File: src/rtl/seven_seg_scan_ctrl.sv
// Time-multiplexed scan controller for a multi-digit 7-segment display with a
// double-buffered digit store. Optional `LEADING_ZERO_BLANK_EN blanks leading zeros.
module seven_seg_scan_ctrl #(
   parameter int NUM_DIGITS   = 4,
   parameter int PRESCALE     = 1000,
   parameter int BLANK_CYCLES = 2
) (
   input  logic                    clk,
   input  logic                    rst_n,
   input  logic                    enable,
   input  logic                    load,
   input  logic [4*NUM_DIGITS-1:0] digits_in,
   output logic [3:0]              bcd_out,
   output logic [NUM_DIGITS-1:0]   digit_en,
   output logic                    frame_done
);

   localparam int CNT_MAX = (PRESCALE > BLANK_CYCLES) ? PRESCALE : BLANK_CYCLES;
   localparam int CNT_W   = (CNT_MAX > 1) ? $clog2(CNT_MAX) : 1;
   localparam int IDX_W   = (NUM_DIGITS > 1) ? $clog2(NUM_DIGITS) : 1;

   localparam logic [CNT_W-1:0] SHOW_LAST  = CNT_W'(PRESCALE - 1);
   localparam logic [CNT_W-1:0] BLANK_LAST = CNT_W'((BLANK_CYCLES > 0) ? BLANK_CYCLES - 1 : 0);
   localparam logic [IDX_W-1:0] IDX_LAST   = IDX_W'(NUM_DIGITS - 1);

   typedef enum logic [1:0] {IDLE, BLANK, SHOW} state_t;

   localparam state_t SLOT_START = (BLANK_CYCLES == 0) ? SHOW : BLANK;

   state_t                  state, state_next;
   logic [CNT_W-1:0]        cnt, cnt_next;
   logic [IDX_W-1:0]        idx, idx_next;
   logic [4*NUM_DIGITS-1:0] shadow, shadow_next;
   logic [4*NUM_DIGITS-1:0] active, active_next;
   logic [4*NUM_DIGITS-1:0] copy_value;
   logic                    frame_done_next;
   logic [3:0]              cur_digit;

   always_ff @(posedge clk) begin
      if (!rst_n) begin
         state      <= IDLE;
         cnt        <= '0;
         idx        <= '0;
         shadow     <= '0;
         active     <= '0;
         frame_done <= 1'b0;
      end else begin
         state      <= state_next;
         cnt        <= cnt_next;
         idx        <= idx_next;
         shadow     <= shadow_next;
         active     <= active_next;
         frame_done <= frame_done_next;
      end
   end

   // A load coinciding with a frame-boundary copy bypasses the shadow buffer.
   always_comb begin
      copy_value      = load ? digits_in : shadow;
      shadow_next     = copy_value;
      state_next      = state;
      cnt_next        = cnt;
      idx_next        = idx;
      active_next     = active;
      frame_done_next = 1'b0;

      if (!enable) begin
         state_next = IDLE;
         cnt_next   = '0;
         idx_next   = '0;
      end else begin
         case (state)
            IDLE: begin
               state_next  = SLOT_START;
               cnt_next    = '0;
               idx_next    = '0;
               active_next = copy_value;
            end
            BLANK: begin
               if (cnt == BLANK_LAST) begin
                  state_next = SHOW;
                  cnt_next   = '0;
               end else begin
                  cnt_next = cnt + 1'b1;
               end
            end
            SHOW: begin
               if (cnt == SHOW_LAST) begin
                  state_next = SLOT_START;
                  cnt_next   = '0;
                  if (idx == IDX_LAST) begin
                     idx_next        = '0;
                     active_next     = copy_value;
                     frame_done_next = 1'b1;
                  end else begin
                     idx_next = idx + 1'b1;
                  end
               end else begin
                  cnt_next = cnt + 1'b1;
               end
            end
            default: begin
               state_next = IDLE;
               cnt_next   = '0;
               idx_next   = '0;
            end
         endcase
      end
   end

`ifdef LEADING_ZERO_BLANK_EN
   logic lead_zero;

   // The current digit is a leading zero when it and every higher digit are zero.
   always_comb begin
      lead_zero = 1'b1;
      for (int i = 0; i < NUM_DIGITS; i++) begin
         if (i >= int'(idx) && active[4*i +: 4] != 4'h0) lead_zero = 1'b0;
      end
   end
`endif

   always_comb begin
      cur_digit = 4'hF;
      for (int i = 0; i < NUM_DIGITS; i++) begin
         if (i == int'(idx)) cur_digit = active[4*i +: 4];
      end
      digit_en = '0;
      bcd_out  = 4'hF;
      if (state == SHOW) begin
         digit_en = NUM_DIGITS'(1) << idx;
`ifdef LEADING_ZERO_BLANK_EN
         bcd_out  = (lead_zero && idx != '0) ? 4'hF : cur_digit;
`else
         bcd_out  = cur_digit;
`endif
      end
   end

endmodule
File: config.mk
export PLATFORM = sky130hd
export DESIGN_NAME = seven_seg_scan_ctrl
export DESIGN_NICKNAME = d
export VERILOG_FILES = /design/src/rtl/seven_seg_scan_ctrl.sv
export SDC_FILE = /design/constraint.sdc
export NUM_CORES = 1
export LEC_CHECK = 0
export CAP_MARGIN = 25
export CELL_PAD_IN_SITES_DETAIL_PLACEMENT = 1
export CELL_PAD_IN_SITES_GLOBAL_PLACEMENT = 2
export CORE_AREA = 8 8 93 95
export CTS_CLUSTER_DIAMETER = 30
export DETAILED_ROUTE_END_ITERATION = 10
export DIE_AREA = 0 0 101 103
export GPL_ROUTABILITY_DRIVEN = 0
export PLACE_DENSITY_LB_ADDON = 0.15
export SLEW_MARGIN = 25
export SYNTH_ARGS = -nofsm -noshare
export SYNTH_HDL_FRONTEND = slang
export SYNTH_SLANG_ARGS = --single-unit
export TNS_END_PERCENT = 30
File: constraint.sdc
create_clock -name clk -period 1.85 [get_ports clk]
set_clock_uncertainty 0.05 [all_clocks]
set_input_delay 0.185 -clock clk [delete_from_list [all_inputs] [get_ports clk]]
set_output_delay 0.185 -clock clk [all_outputs]
set_load 0.02 [all_outputs]
==> flow_summary.json <==
{
  "core_mm2": 0.00714,
  "power_switching_mw": 0.525,
  "worstPathArrival_ns": 2.23,
  "violations": "setup timing",
  "status": "complete, but fails checks",
  "vias": 1823,
  "grt_max_degree": 33,
  "io_buffers": 28,
  "grt_overflow": 0,
  "viasPerCell": 4.66,
  "rows": 31,
  "avgSynthCellArea_um2": 9.20,
  "drive_gt1_share_pct": 33.6,
  "cts_buffers": 5,
  "first_pass_iters": 4,
  "cts.htree.levels": 2,
  "post-route-period-util_pct": 112,
  "dieArea_mm2": 0.0104,
  "ctsHoldBuffers": 0,
  "worstPathCellList": "inv_2, ha_4, or4b_4, o41a_1, buf_6, o2111ai_4, buf_6, nor2_2",
  "hold_depth": 2,
  "synth_ff_type": "dfxtp_1",
  "area_delta_synth_final_pct": 49.1,
  "internal_power_mw": 1.64,
  "final_common_cell": "dfxtp_1",
  "rsz0062_at_grt": "true",
  "syn_area_mm2": 0.00210,
  "power_leakage_nw": 1.21,
  "min_path_type": "reg2reg",
  "setup_viol": 22,
  "max_slew.worst_pin.slew_ns": 0.299,
  "antenna_found_initial": 0,
  "fillers": 824,
  "io_pins": 29,
  "cts.sinks": 47,
  "timing_worst_setup_path_type": "reg2reg",
  "timing.fmax_ghz": 0.481,
  "start_util_pct": 29.4,
  "drv_cap": 0,
  "finalWirelength_um": 5970,
  "cp_slowest_cell": "or4b_4",
  "async_flop_share_pct": 0,
  "worstPathRequired_ns": 2.00,
  "final_cell_mix": "dfxtp_1, buf_4, nor2_1, clkdlybuf4s50_1, a21oi_1",
  "die_w_um": 101,
  "cpLargestDelayFamily": "compound AO/OA/AOI/OAI gates",
  "multi_input_area_mm2": 0.00125,
  "clock_latency_ns": 0.30,
  "netlist_instances": 228,
  "clkPwrFrac_pct": 38.0,
  "post-dp-hpwl_um": 4210,
  "final_hold_viol_count": 0,
  "first_global_vias": 1935,
  "fin_tns_setup_ns": -2.65,
  "cpMostUsedCell": "buf_6",
  "ant_nets": 0,
  "synthesis.nets": 258,
  "grt_usage_pct": 12.2,
  "clock_path_buffers": 2,
  "yosysWarnings": 0,
  "rr_worst_depth": 8,
  "yosysSeqAreaShare_pct": 44.8,
  "drtIter0Drc": 27,
  "fin_ws_ns": -0.228,
  "drt_drc_violations_left": 0,
  "clkTransAtPathRegs_ns": 0.09,
  "critPathBufInv": 3,
  "max_stage_delay_ns": 0.45,
  "dieHeight_um": 103,
  "synth_edf_count": 0,
  "finalCriticalPeriod_ns": 2.08,
  "routedWlPerCell_um": 15.3,
  "grt_pass1_wl_um": 9960,
  "cp-start-kind": "flop",
  "cp_max_fo": 5,
  "seqPwrFrac_pct": 50.2,
  "final_nets": 321,
  "drv_slew": 0,
  "ys_ff_latch": 47,
  "ir_drop_mv": 0.421,
  "whs_ns": 0.452,
  "register_area_um2": 946,
  "cellPowerDensity_mw_per_mm2": 692,
  "preCtsSetupSlack_ns": -0.378,
  "cp.depth": 8,
  "sw_frac_of_total_pct": 24.2,
  "diodes": 0,
  "tritoncts": "yes",
  "max-slew-margin-rel_pct": 79.5,
  "cp-end-kind": "flop",
  "ys_types": 35,
  "combPwrFrac_pct": 11.8,
  "root_buffer": "clkbuf_8"
}
## routing by layer
layer | up-vias | track usage, % | part of all wire, %
met2 | 19 | 20.9 | 50
met5 | - | 0 | 0
met4 | 0 | 3.09 | 0.85
met3 | 4 | 2.50 | 2.1
li1 | 924 | - | -
met1 | 876 | 15.2 | 47
## area by class of cell
class                   instances  area share, %
flip-flops and latches         47           30.2
well taps                      99           3.96
multi-input cells             159           40.1
clock inverters                 2           1.24
inverters                       8          0.960
clock buffers                   6           2.64
repair buffers                 70           20.9
## cell usage after synthesis (3+ instances only)
cell type | instances | area [µm²]
a211oi_1 | 16 | 120
a21oi_1 | 18 | 90.1
and2_1 | 5 | 31.3
clkbuf_1 | 11 | 41.3
dfxtp_1 | 47 | 941
ha_1 | 10 | 125
inv_1 | 8 | 30.0
mux2i_1 | 16 | 160
nand2_1 | 14 | 52.6
nand3_1 | 4 | 20.0
nor2_1 | 29 | 109
nor2b_1 | 5 | 31.3
nor3b_1 | 5 | 37.5
o21ai_0 | 7 | 35.0
o311ai_0 | 4 | 35.0
or4_1 | 4 | 30.0
xnor2_1 | 3 | 26.3
xor2_1 | 5 | 43.8
## cells by family after synthesis
group / after synthesis / synth area share [%]
adders and majority gates: 10 / 5.96
and+or+nand+nor: 75 / 18.1
DFF: 47 / 44.8
xor gates and xnor gates: 8 / 3.34
buffers and inverters: 22 / 4.35
muxes: 16 / 7.63
AOI/OAI and AO/OA: 50 / 15.7
## power groups by stage
stage	Combinational [mW]	Clock, mW	Sequential, mW
6_report	0.256	0.821	1.09
5_1_grt	0.285	0.889	1.09
4_1_cts	0.255	0.840	1.09
2_1_floorplan	0.127	0	1.10
3_5_place_dp	0.231	0	1.11
3_3_place_gp	0.228	0	1.11
## path summary, 6_finish.rpt
path	start	to	slack, ns
min reg2reg	shadow[3]	shadow[3]	0.45
max reg2reg	cnt[1]	cnt[9]	-0.23
max	cnt[1]	cnt[9]	-0.23
min	shadow[3]	shadow[3]	0.45
## sequential cells by signal, indices dropped and copies added (netlist names)
| register | cells |
|---|---|
| cnt | 10 |
| frame_done | 1 |
| state | 2 |
| shadow | 16 |
| idx | 2 |
| active | 16 |
## stage by stage
| stage | cell area [µm²] | instances | util [%] | total power, mW |
|---|---|---|---|---|
| after floorplan | 2110 | 228 | - | 1.23 |
| after global placement | 2760 | 375 | 38.7 | 1.34 |
| after detailed placement | 2760 | 375 | 38.7 | 1.34 |
| after CTS | 3060 | 390 | 42.9 | 2.18 |
| after global routing | 3130 | 391 | 43.8 | 2.26 |
| final | 3130 | 391 | 43.8 | 2.16 |
## tightest hold or removal path, delay by kind of cell, from the launching register on
family	cells	cell delay [ns]
flip-flops	1	0.32
multiplexers	1	0.08
AND/OR/NAND/NOR	1	0.08
## timing repair
item                                    in CTS  in global routing
endpoints found under the setup margin      38                 37
setup buffers                                6                  1
cloned                                       1                  0
pin swaps                                   20                  8
gates resized for setup                     68                 26
hold endpoints to repair                     0                  0
(Power assumes the default switching activity.)
